**src/rtl/boot_loader_pkg.sv**
```systemverilog
// rtl/boot_loader_pkg.sv - shared states, ASCII constants and helpers for the boot loader
package boot_loader_pkg;

  typedef enum logic [2:0] {
    ST_LOAD  = 3'd0,
    ST_ADDR  = 3'd1,
    ST_WRITE = 3'd2,
    ST_SKIP  = 3'd3,
    ST_DONE  = 3'd4
  } state_t;

  localparam logic [7:0] ASCII_EOT   = 8'h04;
  localparam logic [7:0] ASCII_TAB   = 8'h09;
  localparam logic [7:0] ASCII_LF    = 8'h0A;
  localparam logic [7:0] ASCII_CR    = 8'h0D;
  localparam logic [7:0] ASCII_SPACE = 8'h20;
  localparam logic [7:0] ASCII_AT    = 8'h40;

  // Whitespace that terminates a hex token.
  function automatic logic is_separator(input logic [7:0] b);
    return (b == ASCII_SPACE) || (b == ASCII_TAB) || (b == ASCII_CR) || (b == ASCII_LF);
  endfunction

endpackage

```
**src/rtl/hex_nibble_decode.sv**
```systemverilog
// rtl/hex_nibble_decode.sv - combinational ASCII hex digit to nibble decoder
module hex_nibble_decode (
  input  logic [7:0] ascii,
  output logic       is_hex,
  output logic [3:0] nibble
);

  // Letters share a low nibble of 1..6 for both cases, so adding 9 yields 10..15.
  always_comb begin
    is_hex = 1'b0;
    nibble = 4'h0;
    if (ascii >= 8'h30 && ascii <= 8'h39) begin
      is_hex = 1'b1;
      nibble = ascii[3:0];
    end else if ((ascii >= 8'h41 && ascii <= 8'h46) || (ascii >= 8'h61 && ascii <= 8'h66)) begin
      is_hex = 1'b1;
      nibble = ascii[3:0] + 4'd9;
    end
  end

endmodule

```
**src/rtl/boot_loader_ctrl.sv**
```systemverilog
// rtl/boot_loader_ctrl.sv - ASCII hex stream loader that fills program memory then releases the CPU
module boot_loader_ctrl
  import boot_loader_pkg::*;
#(
  parameter int ADDR_W     = 12,
  parameter int MAX_DIGITS = 8
) (
  input  logic              clk,
  input  logic              reset,
  input  logic [7:0]        rx_data,
  input  logic              rx_valid,
  output logic              rx_ready,
  input  logic              load_req,
  output logic              mem_wr_en,
  output logic [ADDR_W-1:0] mem_wr_addr,
  output logic [31:0]       mem_wr_data,
  input  logic              mem_wr_ready,
  output logic              cpu_reset,
  output logic              boot_done,
  output logic              err,
  output logic [ADDR_W:0]   word_cnt
);

  localparam int CNT_W = $clog2(MAX_DIGITS + 1);
  localparam logic [CNT_W-1:0]  DIGITS_MAX = CNT_W'(MAX_DIGITS);
  localparam logic [ADDR_W-1:0] ADDR_LAST  = '1;
  localparam logic [ADDR_W:0]   CNT_SAT    = {1'b1, {ADDR_W{1'b0}}};

  state_t           state;
  logic [31:0]      acc;
  logic [CNT_W-1:0] digit_cnt;
  logic             eot_pending;
  logic             is_hex;
  logic [3:0]       nibble;
  logic             rx_fire;

  hex_nibble_decode u_hex_nibble_decode (
    .ascii  (rx_data),
    .is_hex (is_hex),
    .nibble (nibble)
  );

  assign rx_fire = rx_valid & rx_ready;

  // Parser FSM; mem_wr_addr doubles as the running load address and every output is registered.
  always_ff @(posedge clk) begin
    if (reset) begin
      state       <= ST_LOAD;
      acc         <= '0;
      digit_cnt   <= '0;
      eot_pending <= 1'b0;
      rx_ready    <= 1'b1;
      mem_wr_en   <= 1'b0;
      mem_wr_addr <= '0;
      mem_wr_data <= '0;
      cpu_reset   <= 1'b1;
      boot_done   <= 1'b0;
      err         <= 1'b0;
      word_cnt    <= '0;
    end else begin
      case (state)
        ST_LOAD: begin
          if (rx_fire) begin
            if (is_hex) begin
              if (digit_cnt == DIGITS_MAX) begin
                err   <= 1'b1;
                state <= ST_SKIP;
              end else begin
                acc       <= {acc[27:0], nibble};
                digit_cnt <= digit_cnt + 1'b1;
              end
            end else if (is_separator(rx_data)) begin
              if (digit_cnt != '0) begin
                state       <= ST_WRITE;
                mem_wr_en   <= 1'b1;
                mem_wr_data <= acc;
                rx_ready    <= 1'b0;
              end
            end else if (rx_data == ASCII_AT) begin
              state     <= ST_ADDR;
              acc       <= '0;
              digit_cnt <= '0;
            end else if (rx_data == ASCII_EOT) begin
              rx_ready <= 1'b0;
              if (digit_cnt != '0) begin
                state       <= ST_WRITE;
                mem_wr_en   <= 1'b1;
                mem_wr_data <= acc;
                eot_pending <= 1'b1;
              end else begin
                state     <= ST_DONE;
                cpu_reset <= 1'b0;
                boot_done <= 1'b1;
              end
            end else begin
              err   <= 1'b1;
              state <= ST_SKIP;
            end
          end
        end

        ST_ADDR: begin
          if (rx_fire) begin
            if (is_hex) begin
              if (digit_cnt == DIGITS_MAX) begin
                err   <= 1'b1;
                state <= ST_SKIP;
              end else begin
                acc       <= {acc[27:0], nibble};
                digit_cnt <= digit_cnt + 1'b1;
              end
            end else if (is_separator(rx_data)) begin
              mem_wr_addr <= acc[ADDR_W-1:0];
              acc         <= '0;
              digit_cnt   <= '0;
              state       <= ST_LOAD;
            end else begin
              err   <= 1'b1;
              state <= ST_SKIP;
            end
          end
        end

        ST_WRITE: begin
          if (mem_wr_ready) begin
            mem_wr_en   <= 1'b0;
            mem_wr_addr <= mem_wr_addr + 1'b1;
            acc         <= '0;
            digit_cnt   <= '0;
            if (mem_wr_addr == ADDR_LAST) err <= 1'b1;
            if (word_cnt != CNT_SAT) word_cnt <= word_cnt + 1'b1;
            if (eot_pending) begin
              eot_pending <= 1'b0;
              state       <= ST_DONE;
              cpu_reset   <= 1'b0;
              boot_done   <= 1'b1;
            end else begin
              state    <= ST_LOAD;
              rx_ready <= 1'b1;
            end
          end
        end

        ST_SKIP: begin
          if (rx_fire && rx_data == ASCII_LF) begin
            acc       <= '0;
            digit_cnt <= '0;
            state     <= ST_LOAD;
          end
        end

        ST_DONE: begin
          if (load_req) begin
            state       <= ST_LOAD;
            rx_ready    <= 1'b1;
            cpu_reset   <= 1'b1;
            boot_done   <= 1'b0;
            word_cnt    <= '0;
            mem_wr_addr <= '0;
            acc         <= '0;
            digit_cnt   <= '0;
          end
        end

        default: begin
          state    <= ST_LOAD;
          rx_ready <= 1'b1;
        end
      endcase
    end
  end

endmodule
```
**config.mk**
```make
export PLATFORM = sky130hd
export DESIGN_NAME = boot_loader_ctrl
export DESIGN_NICKNAME = d
export VERILOG_FILES = /design/src/rtl/boot_loader_pkg.sv /design/src/rtl/hex_nibble_decode.sv /design/src/rtl/boot_loader_ctrl.sv
export SDC_FILE = /design/constraint.sdc
export NUM_CORES = 1
export LEC_CHECK = 0
export BUFFER_PORTS_ARGS = -buffer_cell sky130_fd_sc_hd__buf_2
export CAP_MARGIN = 20
export CELL_PAD_IN_SITES_DETAIL_PLACEMENT = 1
export CELL_PAD_IN_SITES_GLOBAL_PLACEMENT = 2
export CORE_MARGIN = 5
export CORE_UTILIZATION = 33
export DETAILED_ROUTE_END_ITERATION = 6
export GPL_TIMING_DRIVEN = 0
export PLACE_DENSITY_LB_ADDON = 0.1
export RECOVER_POWER = 25
export SKIP_CTS_REPAIR_TIMING = 1
export SLEW_MARGIN = 20
export SYNTH_ARGS = -nofsm -noshare
export SYNTH_HDL_FRONTEND = slang
export SYNTH_SLANG_ARGS = --single-unit
```
**constraint.sdc**
```tcl
create_clock -name clk -period 3.5 [get_ports clk]
set_input_delay 0.35 -clock clk [delete_from_list [all_inputs] [get_ports clk]]
set_output_delay 0.35 -clock clk [all_outputs]
set_load 0.01 [all_outputs]
```
==> summary.txt, run 1 <==
Clock network
  – Clk sinks: 102
  – Num CTS Buffers: 9
  – Root Driver: clkbuf_16
  – H-Tree Depth: 3
  – Reg clk slew, reported paths: 70 ps
  – Clock buffer depth: 2
  – CTS tree: yes
  – Clk Latency, worst-skew pair: 360 ps

Synth
  – Number of flops mapped to enable cells by yosys: 0
  – Area contributors post-synth: dfxtp_1 42%, nand2_1 12%, mux2i_1 6.6%
  – Leading area contributor after synthesis: dfxtp_1
  – Yosys warning count: 0
  – Cell variety after synth: 62
  – Sequential area share after synthesis: 42.1%
  – Avg Cell Area, Syn: 8.04 um^2
  – Mapped Area: 0.00485 mm^2
  – Most used DFF post-synth: dfxtp_1
  – Top-count cell post-synth: nand2_1
  – Ys async rst share: 0%
  – Syn Nets: 626
  – Mapped Cells: 604
  – Commonest cells in the netlist: 161 x nand2_1, 102 x dfxtp_1, 56 x a21oi_1
  – Synth top area share: 42.1%
  – Synthesis-stage register bit count: 102

Timing
  – RSZ-0062 raised after global routing: no
  – Setup TNS Final: 0 ps
  – Slew @ Worst Pin: 851 ps
  – Worst-case setup margin in the final layout: 668 ps
  – Final Cycle Share: 80.9%
  – Max Slew Vio Count: 0
  – Final Hold Viols: 0
  – Min cycle time layout: 2830 ps
  – Setup violations, final: 0
  – Normalized max-slew margin: 42.7%
  – Fmax: 353 MHz
  – Layout Skew: 10.3 ps

Floorplanning
  – DIE AREA: 0.0172 mm^2
  – FP Rows: 44
  – Core Footprint: 0.0145 mm^2
  – Die Height: 131 um
  – I/O Pins: 75
  – Effective utilization at floorplan: 33.5%
  – Die W: 131 um

Layout
  – Layout Nets: 711
  – Area Overhead vs Synth: 18.2%
  – Ratio of cells with drive above 1 in the final layout: 10.1%
  – ANT cells: 0

Critical path
  – Critical path fanouts, max: 10
  – Worst r2r src: state[2]
  – Startpoint class of the critical path: flip-flop
  – Crit path cell chain: or3b_1 -> clkbuf_1 -> o21ai_0 -> nand2b_1 -> nor2_1 -> clkbuf_1 -> clkbuf_1 -> nand2_1 -> mux2i_1
  – Reg2reg path depth: 9
  – Worst Setup End Kind: flip-flop
  – WP data required: 3780 ps
  – Slowest stage cell, crit path: clkbuf_1
  – Delay-heaviest family, CP: buffers and inverters
  – WP data arrival: 3120 ps
  – WS Path Type: reg -> reg
  – Crit path largest cell delay: 420 ps
  – R2R Path End: acc[28]
  – Crit path buf inv count: 3
  – R2R Setup Slk: 670 ps
  – CP dominant cell by count: clkbuf_1

Power
  – Gate power share: 26.3%
  – Internal power: 2.16 mW
  – Clk pwr share: 34.4%
  – Switch Pwr: 1.11 mW
  – Sequential share of power: 39.2%
  – Cell Pwr Density: 569 mW/mm^2
  – VDD IR max: 0.000239 V
  – Lkg Pwr: 1.95 nW
  – Sw Ratio: 33.9%

Route
  – Via count: 4589
  – Drt first pass iters: 4
  – Via-per-instance ratio: 5.23
  – DRC Markers: 0
  – Total Wirelength: 14800 um
  – Number of DRC markers in iteration 0: 196
  – Antenna-violating nets left: 0
  – Avg WL per Cell: 16.9 um

Worst hold path
  – Hold WC Path Type: in -> reg
  – Hold Path Depth: 3
  – Hold EP: state[2]
  – Hold Crit Start: load_req

Global routing
  – Global-route wire length before repair: 25100 um
  – Global Route Usage Sum: 17.5%
  – Antenna violations before repair: 0
  – Vias in the first global route: 4963
  – Pin count of the biggest net entering global routing: 19
  – GR Overflow Total: 0

Placed design
  – Input/output buffers: 74
  – Dpl hpwl: 10900 um
  – GP Congestion: 0.818
  – Dpl ws: 444 ps

Status
  – Outcome: complete, no violations

Run
  – MaxCap Viol Count: 0
-- layout make-up --
type	count	area, um^2
Timing Repair Buffer	74	319
Clock inverter	7	105
Multi-Input combinational cell	452	2600
Fill cell	1795	8740
Tap cell	184	230
Inverter	18	67.6
Sequential cell	102	2040
Buffer	32	151
Clock buffer	9	225
-- worst max-delay path by stage --
| stage | start | end | slack, ps | cells after the start |
|---|---|---|---|---|
| floorplan | rx_data[1] | acc[2] | 980 | 8 |
| global placement | state[1] | word_cnt[11] | 350 | 8 |
| detailed placement | rx_data[1] | digit_cnt[0] | 440 | 10 |
| CTS | state[2] | acc[28] | 600 | 9 |
| global route | state[2] | acc[28] | 340 | 9 |
| finish | state[2] | acc[28] | 670 | 9 |
-- metrics by stage --
| step | power [mW] | std cells | instance area, um^2 | hold slack (ps) | util [%] |
|---|---|---|---|---|---|
| after global routing | 3.44 | 878 | 5740 | 303 | 39.6 |
| after global placement | 2.15 | 862 | 5460 | 430 | 37.7 |
| final | 3.27 | 878 | 5740 | 322 | 39.6 |
| after CTS | 3.31 | 878 | 5790 | 300 | 40.0 |
| after detailed placement | 2.17 | 862 | 5460 | 436 | 37.7 |
| after floorplan | 1.90 | 604 | 4850 | 432 | - |
-- state kept, by name, indices dropped and copies added (netlist names), 3 cells and up --
register	cells
acc	32
mem_wr_data	32
word_cnt	13
mem_wr_addr	12
digit_cnt	4
state	3
-- placed cells by master (no fill, tap or decap), types with 9 or more instances in the layout --
cell       netlist  layout
a211oi_1         9       9
a21oi_1         56      56
buf_2            4      37
clkbuf_1        24      65
clkbuf_16        0       9
dfxtp_1        102     102
ha_1             9       9
inv_1           17      17
mux2i_1         32      32
nand2_1        161     161
nand3_1         16      16
nor2_1          31      31
nor3_1          18      18
o21ai_0         13      13
xnor2_1         11      11
-- per-layer routing --
metal  GRT usage [%]  wire (um)  vias up
li1                -          -     2266
met1            22.7       6940     2209
met2            29.0       7070       93
met3            3.10        519       21
met4            6.63        289        0
met5               0          0        -
-- tightest hold or removal path: stages --
cell and delay (ps):
buf_2 100, mux2_2 150, nor2_1 40
-- power groups by stage --
| stage | clock (mW) | combinational (mW) | sequential [mW] |
|---|---|---|---|
| floorplan | 0 | 0.586 | 1.31 |
| global placement | 0 | 0.845 | 1.31 |
| detailed placement | 0 | 0.860 | 1.31 |
| CTS | 1.16 | 0.864 | 1.28 |
| global route | 1.21 | 0.937 | 1.29 |
| finish | 1.13 | 0.860 | 1.28 |
-- logic make-up (layout without fill, tap and decap cells) --
family	Yosys count	after routing	share of synthesized area [%]
xor gates and xnor gates	13	13	2.35
and+or+nand+nor	273	273	25.5
buffers and inverters	50	140	4.51
adders and majority gates	9	9	2.32
AOI/OAI and AO/OA	122	122	16.0
DFF	102	102	42.1
muxes	35	35	7.29
Note: power is estimated with default switching activity, not from simulation.
==> run 2: changes to the inputs <==
--- a/config.mk
+++ b/config.mk
@@ -5,12 +5,13 @@
 export SDC_FILE = /design/constraint.sdc
 export NUM_CORES = 1
 export LEC_CHECK = 0
+export ABC_AREA = 1
 export BUFFER_PORTS_ARGS = -buffer_cell sky130_fd_sc_hd__buf_2
 export CAP_MARGIN = 20
 export CELL_PAD_IN_SITES_DETAIL_PLACEMENT = 1
 export CELL_PAD_IN_SITES_GLOBAL_PLACEMENT = 2
 export CORE_MARGIN = 5
-export CORE_UTILIZATION = 33
+export CORE_UTILIZATION = 28
 export DETAILED_ROUTE_END_ITERATION = 6
 export GPL_TIMING_DRIVEN = 0
 export PLACE_DENSITY_LB_ADDON = 0.1
==> constraint.sdc (replaced) <==
create_clock -name clk -period 2.6 [get_ports clk]
set_input_delay 0.26 -clock clk [delete_from_list [all_inputs] [get_ports clk]]
set_output_delay 0.26 -clock clk [all_outputs]
set_load 0.01 [all_outputs]
==> run 2 against run 1 <==
  * Sequential share of layout area fell by 3.0 points
  * Worst hold slack got worse by 120 ps
  * Count of clock-buffer cells in the layout rose by 2
  * Clock skew rose by 2.1 ps
  * Synthesized area rose by 11%
  * Critical path depth fell by 1
  * Setup slack got worse by 330 ps
  * Die area rose by 28%
  * Final cell count rose by 28%
  * Cell area rose by 9.4%
==> summary.txt, run 2 <==
Critical path
  – Crit path buf inv count: 0 (was 3)
  – WP data required: 2840 ps (was 3780 ps)
  – Delay-heaviest family, CP: simple AND/OR/NAND/NOR gates (was buffers and inverters)
  – Crit path cell chain: ha_1 -> nand2_1 -> nor2_1 -> nand4_1 -> o21ai_0 -> nand3_1 -> nor2_1 -> nor2_1 (was or3b_1 -> clkbuf_1 -> o21ai_0 -> nand2b_1 -> nor2_1 -> clkbuf_1 -> clkbuf_1 -> nand2_1 -> mux2i_1)
  – Crit path largest cell delay: 640 ps (was 420 ps)
  – WP data arrival: 2500 ps (was 3120 ps)
  – Critical path fanouts, max: 5 (was 10)
  – CP dominant cell by count: nor2_1 (was clkbuf_1)
  – WS Path Type: reg -> reg (unchanged)
  – Worst Setup End Kind: flip-flop (unchanged)
  – Slowest stage cell, crit path: o21ai_0 (was clkbuf_1)
  – Startpoint class of the critical path: flip-flop (unchanged)

Synth
  – Number of flops mapped to enable cells by yosys: 0 (unchanged)
  – Mapped Area: 0.00537 mm^2 (was 0.00485 mm^2)
  – Most used DFF post-synth: dfxtp_1 (unchanged)
  – Area contributors post-synth: dfxtp_1 38%, nand2_1 13%, nor2_1 10% (was dfxtp_1 42%, nand2_1 12%, mux2i_1 6.6%)
  – Top-count cell post-synth: nand2_1 (unchanged)
  – Commonest cells in the netlist: 182 x nand2_1, 150 x nor2_1, 106 x inv_1 (was 161 x nand2_1, 102 x dfxtp_1, 56 x a21oi_1)
  – Synth top area share: 38.0% (was 42.1%)
  – Leading area contributor after synthesis: dfxtp_1 (unchanged)
  – Sequential area share after synthesis: 38.0% (was 42.1%)
  – Cell variety after synth: 39 (was 62)
  – Yosys warning count: 0 (unchanged)
  – Syn Nets: 825 (was 626)
  – Avg Cell Area, Syn: 6.69 um^2 (was 8.04 um^2)
  – Mapped Cells: 803 (was 604)
  – Ys async rst share: 0% (unchanged)
  – Synthesis-stage register bit count: 102 (unchanged)

Clock network
  – Clk Latency, worst-skew pair: 350 ps (was 360 ps)
  – Clock buffer depth: 2 (unchanged)
  – CTS tree: yes (unchanged)
  – Reg clk slew, reported paths: 70 ps (about the same)
  – Num CTS Buffers: 9 (unchanged)
  – H-Tree Depth: 3 (unchanged)
  – Clk sinks: 102 (unchanged)
  – Root Driver: clkbuf_16 (unchanged)

Timing
  – Setup TNS Final: 0 ps (unchanged)
  – Slew @ Worst Pin: 755 ps (was 851 ps)
  – Final Cycle Share: 86.9% (was 80.9%)
  – Min cycle time layout: 2260 ps (was 2830 ps)
  – Max Slew Vio Count: 0 (unchanged)
  – Layout Skew: 12.4 ps (was 10.3 ps)
  – Hold WS: 203 ps (was 322 ps)
  – Final Hold Viols: 0 (unchanged)
  – Normalized max-slew margin: 49.1% (was 42.7%)
  – RSZ-0062 raised after global routing: no (unchanged)
  – Setup violations, final: 0 (unchanged)
  – Fmax: 443 MHz (was 353 MHz)
  – Worst-case setup margin in the final layout: 340 ps (was 668 ps)

Global routing
  – M3 GR Usage: 2.22% (was 3.10%)
  – Top Usage Layer GRT: met2 (unchanged)
  – Grt met1 use: 21.1% (was 22.7%)
  – Global Route Usage Sum: 16.3% (was 17.5%)
  – Antenna violations before repair: 0 (unchanged)
  – Vias in the first global route: 5662 (was 4963)
  – Global-route wire length before repair: 29300 um (was 25100 um)
  – M2 GR Usage: 28.8% (was 29.0%)
  – GR Overflow Total: 0 (unchanged)
  – Pin count of the biggest net entering global routing: 18 (was 19)

Route
  – DRC Markers: 0 (unchanged)
  – Via-per-instance ratio: 4.77 (was 5.23)
  – Total Wirelength: 17700 um (was 14800 um)
  – Number of DRC markers in iteration 0: 170 (was 196)
  – Drt first pass iters: 4 (unchanged)
  – Antenna-violating nets left: 0 (unchanged)
  – Avg WL per Cell: 15.7 um (was 16.9 um)
  – Via count: 5375 (was 4589)

Placed design
  – Dpl hpwl: 13800 um (was 10900 um)
  – Input/output buffers: 73 (was 74)
  – Dpl ws: 145 ps (was 444 ps)
  – GP Congestion: 0.836 (was 0.818)
  – Post-Place Cells: 1110 (was 862)

Layout
  – ANT cells: 0 (unchanged)
  – Area Overhead vs Synth: 16.9% (was 18.2%)
  – Most frequent cells in the layout: 182 x nand2_1, 150 x nor2_1, 106 x inv_1 (was 161 x nand2_1, 102 x dfxtp_1, 65 x clkbuf_1)
  – Commonest non-fill, non-tap cell in the layout: nand2_1 (unchanged)
  – Ratio of cells with drive above 1 in the final layout: 10.8% (was 10.1%)
  – Final design utilization: 33.4% (was 39.6%)
  – Largest regs: acc: 32 flops, mem_wr_data: 32 flops, word_cnt: 13 flops (unchanged)
  – Layout Nets: 909 (was 711)
  – Final cell count without fillers: 1126 (was 878)

Floorplanning
  – Die W: 149 um (was 131 um)
  – FP Rows: 50 (was 44)
  – I/O Pins: 75 (unchanged)
  – Die Height: 149 um (was 131 um)
  – DIE AREA: 0.0221 mm^2 (was 0.0172 mm^2)
  – Core Footprint: 0.0188 mm^2 (was 0.0145 mm^2)
  – Effective utilization at floorplan: 28.6% (was 33.5%)

Power
  – Cell Pwr Density: 1090 mW/mm^2 (was 569 mW/mm^2)
  – Lkg Pwr: 2.76 nW (was 1.95 nW)
  – VDD IR max: 0.000347 V (was 0.000239 V)

Run
  – MaxCap Viol Count: 0 (unchanged)

Status
  – Outcome: complete, no violations (unchanged)

Worst hold path
  – Hold WC Path Type: in -> reg (unchanged)
[run 2: cell count changes after synthesis, moves of 9 or more]
cell / previous run / this run
mux2i_1: 32 / 0
xnor2_1: 11 / 0
nand2_1: 161 / 182
inv_2: 0 / 9
a21oi_1: 56 / 30
inv_1: 17 / 106
nand4_1: 7 / 20
nand3_1: 16 / 47
a211oi_1: 9 / 34
nor2_1: 31 / 150
o21ai_0: 13 / 25
clkbuf_1: 24 / 14
nor3_1: 18 / 5
[run 2: worst register-to-register path, cell delays in order (launching register included)]
cell,delay (ps)
dfxtp_1,440
ha_1,200
nand2_1,110
nor2_1,210
nand4_1,170
o21ai_0,640
nand3_1,200
nor2_1,140
nor2_1,50
[run 2: cell type report]
class | count | area [um^2]
multi-input cells | 555 | 2710
repair buffers | 73 | 314
flip-flops and latches | 102 | 2040
clock buffers | 11 | 233
well taps | 234 | 293
clock inverters | 5 | 66.3
fillers | 2417 | 12500
inverters | 118 | 448
plain buffers | 28 | 168
[run 2: cell families (layout without fill, tap and decap cells)]
family                   after synthesis  in the layout  synth area share (%)
flip-flops                           102            102                  38.0
AO/OA/AOI/OAI                        113            113                  12.9
XOR/XNOR                               4              4                 0.652
AND/OR/NAND/NOR                      429            429                  34.9
adder cells (fa/ha/maj)                9              9                  2.10
buffers and inverters                146            235                  11.5
[run 2: power breakdown]
group / switching (mW) / internal, mW / leakage [nW] / total, mW
Sequential: 0.256 / 1.97 / 0.830 / 2.23
Combinational: 2.15 / 1.01 / 1.79 / 3.16
Clock: 0.659 / 0.762 / 0.142 / 1.42
[run 2: final timing paths]
kind                                      from        end  slack [ps]  depth (start not counted)
worst max register to register  mem_wr_addr[0]        err         340                          8
worst min register to register       cpu_reset  cpu_reset         450                          2
worst max-delay path            mem_wr_addr[0]        err         340                          8
worst min-delay path                  load_req   state[2]         200                          4
[run 2: metrics by stage]
step	cell area, um^2	power (mW)
floorplan	5370	4.50
global placement	6030	5.37
detailed placement	6030	5.47
CTS	6330	6.92
global route	6280	7.41
finish	6280	6.81
[run 2: routing by layer]
metal  up-vias  wire length, um
met5         -                0
met4         0              157
met3        11              420
met2        53             8580
met1      2583             8570
li1       2728                -
